$ cat src/rtl/pipeline_ctrl_unit_pkg.sv
// ----------------------------------------------------------------------------
// pipeline_ctrl_unit_pkg
//   Shared definitions for the pipeline sequencing controller:
//   - state encodings (IDLE/RUN/DRAIN/HALTED)
//   - stage index constants for the enable/flush vectors
//   - drain watchdog limit helper
// ----------------------------------------------------------------------------
package pipeline_ctrl_unit_pkg;

    typedef enum logic [1:0] {
        ST_IDLE   = 2'd0,
        ST_RUN    = 2'd1,
        ST_DRAIN  = 2'd2,
        ST_HALTED = 2'd3
    } ctrl_state_e;

    // Bit positions inside stage_en_o / stage_flush_o.
    localparam int IDX_PC   = 0;
    localparam int IDX_IFID = 1;
    localparam int IDX_IDEX = 2;

    // Watchdog value at which a drain that has not seen halt_wb is abandoned.
    // The watchdog starts at 0 in the first DRAIN cycle, so this gives
    // n_stages + slack DRAIN cycles before the forced exit.
    function automatic int wd_limit(input int n_stages, input int slack);
        return n_stages + slack - 1;
    endfunction

endpackage

$ cat src/rtl/pipeline_ctrl_unit_sat_counter.sv
// ----------------------------------------------------------------------------
// sat_counter
//   Up-counter with synchronous clear and saturation at all-ones.
//   Ports:
//     clock    in   rising-edge clock
//     reset    in   synchronous active-low reset (count -> 0)
//     clear_i  in   synchronous clear, wins over increment
//     inc_i    in   increment request
//     count_o  out  current count
//     sat_o    out  count is at its maximum value
// ----------------------------------------------------------------------------
module sat_counter #(
    parameter int WIDTH = 8
) (
    input  logic             clock,
    input  logic             reset,
    input  logic             clear_i,
    input  logic             inc_i,
    output logic [WIDTH-1:0] count_o,
    output logic             sat_o
);

    logic [WIDTH-1:0] count_q;
    logic [WIDTH-1:0] count_d;

    assign sat_o   = &count_q;
    assign count_o = count_q;

    always_comb begin
        count_d = count_q;
        if (clear_i) begin
            count_d = '0;
        end else if (inc_i && !sat_o) begin
            count_d = count_q + 1'b1;
        end
    end

    always_ff @(posedge clock) begin
        if (!reset) begin
            count_q <= '0;
        end else begin
            count_q <= count_d;
        end
    end

endmodule

$ cat src/rtl/pipeline_ctrl_unit.sv
// ----------------------------------------------------------------------------
// pipeline_ctrl_unit
//   Central sequencing controller for the pipelined core. Produces the
//   per-register load enables and clear-to-NOP flushes for PC and every
//   inter-stage register, and handles free-run, single-step, load-use stall,
//   taken-branch flush and the halt drain.
//   Ports:
//     clock           in   rising-edge clock
//     reset           in   synchronous active-low reset
//     run_i           in   level, free-run requested
//     step_i          in   pulse, advance one cycle while IDLE
//     halt_decode_i   in   halt opcode in decode
//     halt_wb_i       in   halt has reached the last pipeline register
//     stall_i         in   load-use hazard
//     branch_taken_i  in   branch/jump resolved taken in decode
//     stage_en_o      out  per-register load enable (bit 0 = PC)
//     stage_flush_o   out  per-register clear, meaningful with its enable
//     state_o         out  current state
//     halted_o        out  controller is HALTED
//     drain_err_o     out  sticky, drain watchdog expired
//     cycle_cnt_o     out  saturating count of cycles the last register loaded
// ----------------------------------------------------------------------------
module pipeline_ctrl_unit
    import pipeline_ctrl_unit_pkg::*;
#(
    parameter int N_STAGES    = 5,
    parameter int DRAIN_SLACK = 2,
    parameter int NB_CNT      = 32
) (
    input  logic                clock,
    input  logic                reset,
    input  logic                run_i,
    input  logic                step_i,
    input  logic                halt_decode_i,
    input  logic                halt_wb_i,
    input  logic                stall_i,
    input  logic                branch_taken_i,
    output logic [N_STAGES-1:0] stage_en_o,
    output logic [N_STAGES-1:0] stage_flush_o,
    output logic [1:0]          state_o,
    output logic                halted_o,
    output logic                drain_err_o,
    output logic [NB_CNT-1:0]   cycle_cnt_o
);

    localparam int WD_LIMIT = wd_limit(N_STAGES, DRAIN_SLACK);
    localparam int WD_W     = $clog2(WD_LIMIT + 1);
    localparam logic [WD_W-1:0] WD_LIMIT_V = WD_W'(WD_LIMIT);

    // PC and IF/ID held, everything downstream keeps moving. Used both for
    // a load-use stall and for draining after a halt.
    localparam logic [N_STAGES-1:0] EN_HOLD_FRONT = {{(N_STAGES-2){1'b1}}, 2'b00};
    localparam logic [N_STAGES-1:0] EN_ALL        = '1;

    ctrl_state_e         state_q;
    ctrl_state_e         state_d;
    logic                drain_err_q;
    logic                drain_err_d;
    logic                advance;
    logic [N_STAGES-1:0] en_d;
    logic [N_STAGES-1:0] flush_d;

    logic [WD_W-1:0]     wd_count;
    logic                wd_sat;
    logic                wd_expire;
    logic                cnt_sat;

    assign wd_expire = (wd_count == WD_LIMIT_V) || wd_sat;

    always_comb begin
        state_d     = state_q;
        drain_err_d = drain_err_q;
        advance     = 1'b0;
        en_d        = '0;
        flush_d     = '0;

        unique case (state_q)
            ST_IDLE: begin
                advance = step_i;
                if (run_i) begin
                    state_d = ST_RUN;
                end
            end
            ST_RUN: begin
                // A halt in decode is still honoured in the cycle run drops.
                if (run_i || halt_decode_i) begin
                    advance = 1'b1;
                end else begin
                    state_d = ST_IDLE;
                end
            end
            ST_DRAIN: begin
                en_d = EN_HOLD_FRONT;
                // halt_wb wins a tie with the watchdog, so no error is flagged.
                if (halt_wb_i) begin
                    state_d = ST_HALTED;
                end else if (wd_expire) begin
                    state_d     = ST_HALTED;
                    drain_err_d = 1'b1;
                end
            end
            ST_HALTED: begin
                en_d = '0;
            end
            default: begin
                state_d = ST_IDLE;
            end
        endcase

        if (advance) begin
            if (halt_decode_i) begin
                en_d              = EN_ALL;
                en_d[IDX_PC]      = 1'b0;
                flush_d[IDX_IFID] = 1'b1;
                state_d           = ST_DRAIN;
            end else if (stall_i) begin
                // A taken branch is dropped here; the hazard logic will
                // present it again once the stall clears.
                en_d              = EN_HOLD_FRONT;
                flush_d[IDX_IDEX] = 1'b1;
            end else if (branch_taken_i) begin
                en_d              = EN_ALL;
                flush_d[IDX_IFID] = 1'b1;
            end else begin
                en_d = EN_ALL;
            end
        end

        // Keep the pipeline frozen while reset is held.
        if (!reset) begin
            en_d    = '0;
            flush_d = '0;
        end
    end

    always_ff @(posedge clock) begin
        if (!reset) begin
            state_q     <= ST_IDLE;
            drain_err_q <= 1'b0;
        end else begin
            state_q     <= state_d;
            drain_err_q <= drain_err_d;
        end
    end

    // Watchdog sits at 0 on DRAIN entry and counts each DRAIN cycle.
    sat_counter #(
        .WIDTH (WD_W)
    ) u_drain_wd (
        .clock   (clock),
        .reset   (reset),
        .clear_i (state_q != ST_DRAIN),
        .inc_i   (state_q == ST_DRAIN),
        .count_o (wd_count),
        .sat_o   (wd_sat)
    );

    sat_counter #(
        .WIDTH (NB_CNT)
    ) u_cycle_cnt (
        .clock   (clock),
        .reset   (reset),
        .clear_i (1'b0),
        .inc_i   (en_d[N_STAGES-1] && !cnt_sat),
        .count_o (cycle_cnt_o),
        .sat_o   (cnt_sat)
    );

    assign stage_en_o    = en_d;
    assign stage_flush_o = flush_d;
    assign state_o       = state_q;
    assign halted_o      = (state_q == ST_HALTED);
    assign drain_err_o   = drain_err_q;

endmodule

$ cat config.mk
export PLATFORM = sky130hd
export DESIGN_NAME = pipeline_ctrl_unit
export DESIGN_NICKNAME = d
export VERILOG_FILES = /design/src/rtl/pipeline_ctrl_unit_pkg.sv /design/src/rtl/pipeline_ctrl_unit_sat_counter.sv /design/src/rtl/pipeline_ctrl_unit.sv
export SDC_FILE = /design/constraint.sdc
export NUM_CORES = 1
export LEC_CHECK = 0
export ABC_AREA = 1
export BUFFER_PORTS_ARGS = -buffer_cell sky130_fd_sc_hd__buf_2
export CORE_ASPECT_RATIO = 2
export CORE_MARGIN = 2
export CORE_UTILIZATION = 55
export DETAILED_ROUTE_END_ITERATION = 10
export MAX_ROUTING_LAYER = met4
export PLACE_DENSITY = 0.8
export SLEW_MARGIN = 40
export SYNTH_ARGS = -nofsm -noshare
export SYNTH_HDL_FRONTEND = slang
export SYNTH_SLANG_ARGS = --single-unit
$ cat constraint.sdc
create_clock -name clock -period 2.9 [get_ports clock]
set_input_delay 0.435 -clock clock [delete_from_list [all_inputs] [get_ports clock]]
set_output_delay 0.435 -clock clock [all_outputs]
set_load 0.02 [all_outputs]
# After elaboration in Yosys (flattened, before gate mapping)
# Cells that the tools add are included.
[totals] ff_bits=38 latchBits=0 ram_bits=0 mem_bits_ro=0 inputBits=8 mem_count=0
[op_classes] n_addsub=2 mul=0 n_div=0 n_lt_le_gt_ge=0 eq_ne=5 shifts=0 n_mux=21 bitwise_logic=2 n_reduce_logical=12
[op_table] cell="$add 32x1->32 const B" n=1
[op_table] cell="$reduce_and 32->1" n=1
[op_table] cell="$mux 2" n=9
[op_table] cell="$mux 5" n=3
[op_table] cell="$mux 1" n=6
[op_table] cell="$pmux 2 s3" n=1
[op_table] cell="$reduce_and 3->1" n=2
[op_table] cell="$eq 2x2->1 const B" n=2
[op_table] cell="$add 3x1->3 const B" n=1
[op_table] cell="$eq 3x3->1 const B" n=1
[op_table] cell="$logic_and 1x1->1" n=3
[op_table] cell="$mux 3" n=1
[op_table] cell="$eq 2x1->1 const B" n=1
[op_table] cell="$logic_not 1->1" n=2
[op_table] cell="$logic_not 2->1" n=1
[op_table] cell="$logic_or 1x1->1" n=2
[op_table] cell="$ne 2x2->1 const B" n=1
[op_table] cell="$not 1->1" n=2
[op_table] cell="$pmux 1 s2" n=1
[op_table] cell="$reduce_or 2->1" n=1

# Logic depth before layout (Yosys ltp)
[depth] word_depth=7 mapped_depth=11 mapped_depth_nobuf=10

# Cells and area by module
# From an unflattened synthesis, not the netlist that was laid out.
[hier_totals] hier_cells=408 area_unflattened_um2=2462.4
[by_module_without_submodules] mod="sat_counter at u_cycle_cnt" n_inst=1 cells_each=333 area_each_um2=1984.4 seq_area_each_um2=640.6
[by_module_without_submodules] mod="pipeline_ctrl_unit" n_inst=1 cells_each=51 area_each_um2=315.3 seq_area_each_um2=60.1
[by_module_without_submodules] mod="sat_counter at u_drain_wd" n_inst=1 cells_each=24 area_each_um2=162.7 seq_area_each_um2=60.1

# Worst setup path before layout
# Ideal clock, no wire load.
[synth_path] path_kind="reg-to-output" from="register state_q[0], in the netlist state_o[0]" to="output port stage_flush_o[1]" t_arrival_ns=1.559 required_time_ns=2.465 path_slack_ns=0.906 stages_incl_launch_ff=6 cell_sequence="dfxtp_1 nor2_1 nor2_1 nand3_1 a21oi_1 o21a_1"
[synth_via] elab_chain_len=4 elab_cells_between_ends=5 cone_classes="1 x eq/ne; 3 x mux; 1 x reduce/logical"
[synth_rtl] element="from (decl)" line="pipeline_ctrl_unit.sv:55" rtl="ctrl_state_e state_q;"
[synth_rtl] element="from (signal assigned)" line="pipeline_ctrl_unit.sv:141" rtl="state_q <= state_d;"
[synth_rtl] element="$eq 2x1->1 or $logic_not 2->1 (tied branches)" line="pipeline_ctrl_unit.sv:77" rtl="unique case (state_q)"
[synth_rtl] element="$pmux 1 s2 *" line="pipeline_ctrl_unit.sv:77"
[synth_rtl] element="$mux 2 *" line="pipeline_ctrl_unit.sv:110" rtl="if (advance) begin"
[synth_rtl] element="$mux 3 *" line="pipeline_ctrl_unit.sv:130" rtl="if (!reset) begin"
[synth_rtl] element="to (decl)" line="pipeline_ctrl_unit.sv:39" rtl="output logic [N_STAGES-1:0] stage_flush_o,"
# Mark *: on every way between the ends. The rest lies on a longest branch, timed or not.

# Final worst setup path
[layout_path] from="register state_q[1], in the netlist state_o[1]" to="output port stage_en_o[4]"
[layout_via] elab_chain_len=4 elab_cells_between_ends=7 cone_classes="2 x eq/ne; 4 x mux; 1 x reduce/logical"
[layout_rtl] element="$eq 2x1->1 (tied with other cells)" line="pipeline_ctrl_unit.sv:77"
[layout_rtl] element="$pmux 1 s2 or $mux 5 (tied branches)" line="pipeline_ctrl_unit.sv:77"
[layout_rtl] element="$mux 5 *" line="pipeline_ctrl_unit.sv:110"
[layout_rtl] element="$mux 5 *" line="pipeline_ctrl_unit.sv:130"
[layout_rtl] element="to (decl)" line="pipeline_ctrl_unit.sv:38" rtl="output logic [N_STAGES-1:0] stage_en_o,"
# Marked as above.

==> results.yml <==
routing:
  routed_wl_per_cell_um: 13.68
  vias: 2741
  drt-pass1-iter-count: 5
  avgViaCountPerCell: 5.406
  detailed_router_s_first_iteration_violation_count: 72
  drt.antenna.violating_nets: 0
  route.detailed.drc: 0
  route.final.wire_length_um: 6938
clock_tree:
  cts_tree: "done"
  root_buffer: "clkbuf_8"
  cts_max_level: 2
  cts_num_sinks: 38
  cts_setup_buffers: 0
  clk-insertion-delay-late_ns: 0.30
  cts_inserted_buffers: 5
  cts-resized-gates: 0
  clk_pin_slew_ns: 0.08
  cts_max_path_buffers: 2
  post_cts_hold_buffers: 0
synth:
  syn_inst: 405
  synth_top_cell_by_area: "dfxtp_1"
  share_of_synthesized_area_occupied_by_flip_flops_and_latches: 0.2946
  synthesis.area_per_instance_um2: 6.376
  synthTopCellsByArea: "dfxtp_1 29%, nand2_1 22%, nor2_1 9.0%"
  postSynthRegisterBits: 38
  synth_area_um2: 2582
  count_of_flip_flops_with_a_built_in_enable_after_synthesis: 0
  synth.distinct_cells: 33
  synth_warnings: 0
  synth_async_sr_flop_share: 0
  synthDominantCellAreaShare: 0.2946
  synthFlopType: "dfxtp_1"
die:
  floorplan.core_area_um2: 4554
  dieArea_um2: 5293
  pin_count: 54
  rows: 35
  initial_core_util: 0.5670
  die_x_um: 52.46
  die_height_um: 100.9
layout:
  finish.net_count: 463
  nFillCells: 445
  layout-area-overhead-vs-synth_pct: 13.95
  multi_input_comb_area_um2: 1590
  diodes: 0
  regArea_um2: 760.7
  layout-drive-gt1-share: 0.2190
  finish.instance_area_um2: 2943
  finish.cell_count_without_fillers: 507
placement:
  port_buffers: 50
  placedCellCount: 499
  place_area_um2: 2800
  dpl.hpwl_um: 5309
  place.gp.congestion: 0.9750
flow_run:
  drv_cap: 0
timing:
  setup-violations-final: 0
  post-route-min-period_ns: 2.136
  fin_worst_skew_ns: 0.01004
  setup_tns_ns: 0
  unrepaired_setup_endpoints_after_global_routing: "no"
  final_max_slew_viol_count: 0
  worstMarginPinSlew_ns: 0.6799
  final_worst_path_period_share: 0.7365
  slew_headroom: 0.5461
  max_freq_ghz: 0.4682
  hold_viol_final: 0
worst_setup_path:
  worstPathBufferInverterCount: 2
  cp_slowest_stage_delay_ns: 0.42
  cp-end-kind: "primary output"
  timing.critical_path.cells: "inv_2, nor2_1, nand2_1, nand2_2, buf_2"
  type_of_the_setup_path_with_the_least_slack: "flop to primary output"
  max_stage_delay_cell_worst_path: "dfxtp_1"
  worstPathRequired_ns: 2.47
  cp_max_fo: 14
  crit_path_start_kind: "flop"
  critical-path-top-delay-family: "simple AND/OR/NAND/NOR gates"
  arrival_ns: 1.70
global_route:
  grt_use_total: 0.2982
  first_global_vias: 2803
  overflow: 0
  wire_length_of_the_first_global_routing_pass_um: 11670
  grt_max_degree: 29
  number_of_antenna_violations_at_the_first_check_in_global_routing: 0
outcome:
  run_status: "finished clean"
power:
  leakage_nw: 1.239
  cell_area_power_density_nw_per_um2: 427.8
  vdd_ir_drop_max_uv: 535.6
hold_path:
  hold_path.class: "input port to flop"
[registers in the layout, summed over array words and instances (netlist names)]
signal and flops:
drain_err_o 1, state_o 2, u_cycle_cnt.count_o 32, u_drain_wd.count_o 3
[cell usage in the layout (no fill, tap or decap), types with 4 or more instances in the layout]
cell | synthesis | layout
a21oi_1 | 10 | 10
a21oi_2 | 19 | 19
buf_2 | 0 | 50
clkbuf_8 | 0 | 6
dfxtp_1 | 38 | 38
ha_1 | 4 | 4
inv_1 | 30 | 30
nand2_1 | 150 | 150
nand2_2 | 7 | 7
nand3_1 | 20 | 20
nand4_1 | 6 | 6
nor2_1 | 62 | 62
nor2_2 | 4 | 4
nor3_1 | 5 | 5
o21ai_0 | 5 | 5
xnor2_1 | 6 | 6
xor2_1 | 8 | 8
[per-stage QoR]
stage	hold WS, ns	total power [W]	setup slack [ns]	util
finish	0.4575	0.001259	0.7642	0.6462
global route	0.5045	0.001298	0.6209	0.6462
CTS	0.4637	0.001266	0.7766	0.6462
detailed placement	0.4598	0.0007031	0.9177	0.6148
global placement	0.4505	0.0006996	0.9669	0.6148
floorplan	0.4492	0.0006876	0.9057	-
[logic make-up after synthesis]
logic type	count (synthesis)	synth area share
compound gates	38	0.1056
xor+xnor	14	0.04748
fa+ha+maj	4	0.01938
buf+inv	47	0.09254
flops	38	0.2946
other cells	1	0.001452
simple gates	263	0.4390
[power breakdown]
part | leakage (nW) | total (W) | internal [W] | switching (W)
sequential | 0.307 | 0.000545 | 0.000531 | 0.0000136
combinational | 0.860 | 0.000145 | 0.0000369 | 0.000108
clock | 0.0714 | 0.000569 | 0.000367 | 0.000202
[worst paths after layout]
check / from / end / slack [ns] / cells after the start
worst max-delay path: state_o[1] / stage_en_o[4] / 0.76 / 5
worst min-delay path: halt_wb_i / drain_err_o / 0.46 / 4
worst max register to register: state_o[1] / u_cycle_cnt.count_o[27] / 0.97 / 8
worst min register to register: drain_err_o / drain_err_o / 0.47 / 2
[cell type report]
cell class                      instances  share of cell area
Tap cell                               55             0.02338
Sequential cell                        38              0.2585
Inverter                               34             0.04422
Clock buffer                            6             0.02806
Timing Repair Buffer                   50             0.08503
Multi-Input combinational cell        322              0.5404
Clock inverter                          2             0.02041
[worst reg2reg max path: cells and delay by family, from the launching register on]
kind	cells	cell delay, ns
flip-flops	1	0.42
AO/OA/AOI/OAI	1	0.15
AND/OR/NAND/NOR	5	0.94
buffers and inverters	2	0.34
[metal layers]
layer  global-route usage  part of all wire
met5                    -                 0
met4               0.2446             0.083
met3              0.04303             0.040
met2               0.5173              0.52
met1               0.2715              0.35
[cells in the mapped netlist (6+ instances only)]
master     n
buf_4      6
inv_1     30
nor2_1    62
nand3_1   20
a21oi_1   10
nand2_1  150
nand4_1    6
dfxtp_1   38
nand2_2    7
xor2_1     8
xnor2_1    6
a21oi_2   19
No activity file was read; power rests on OpenSTA's default activity.
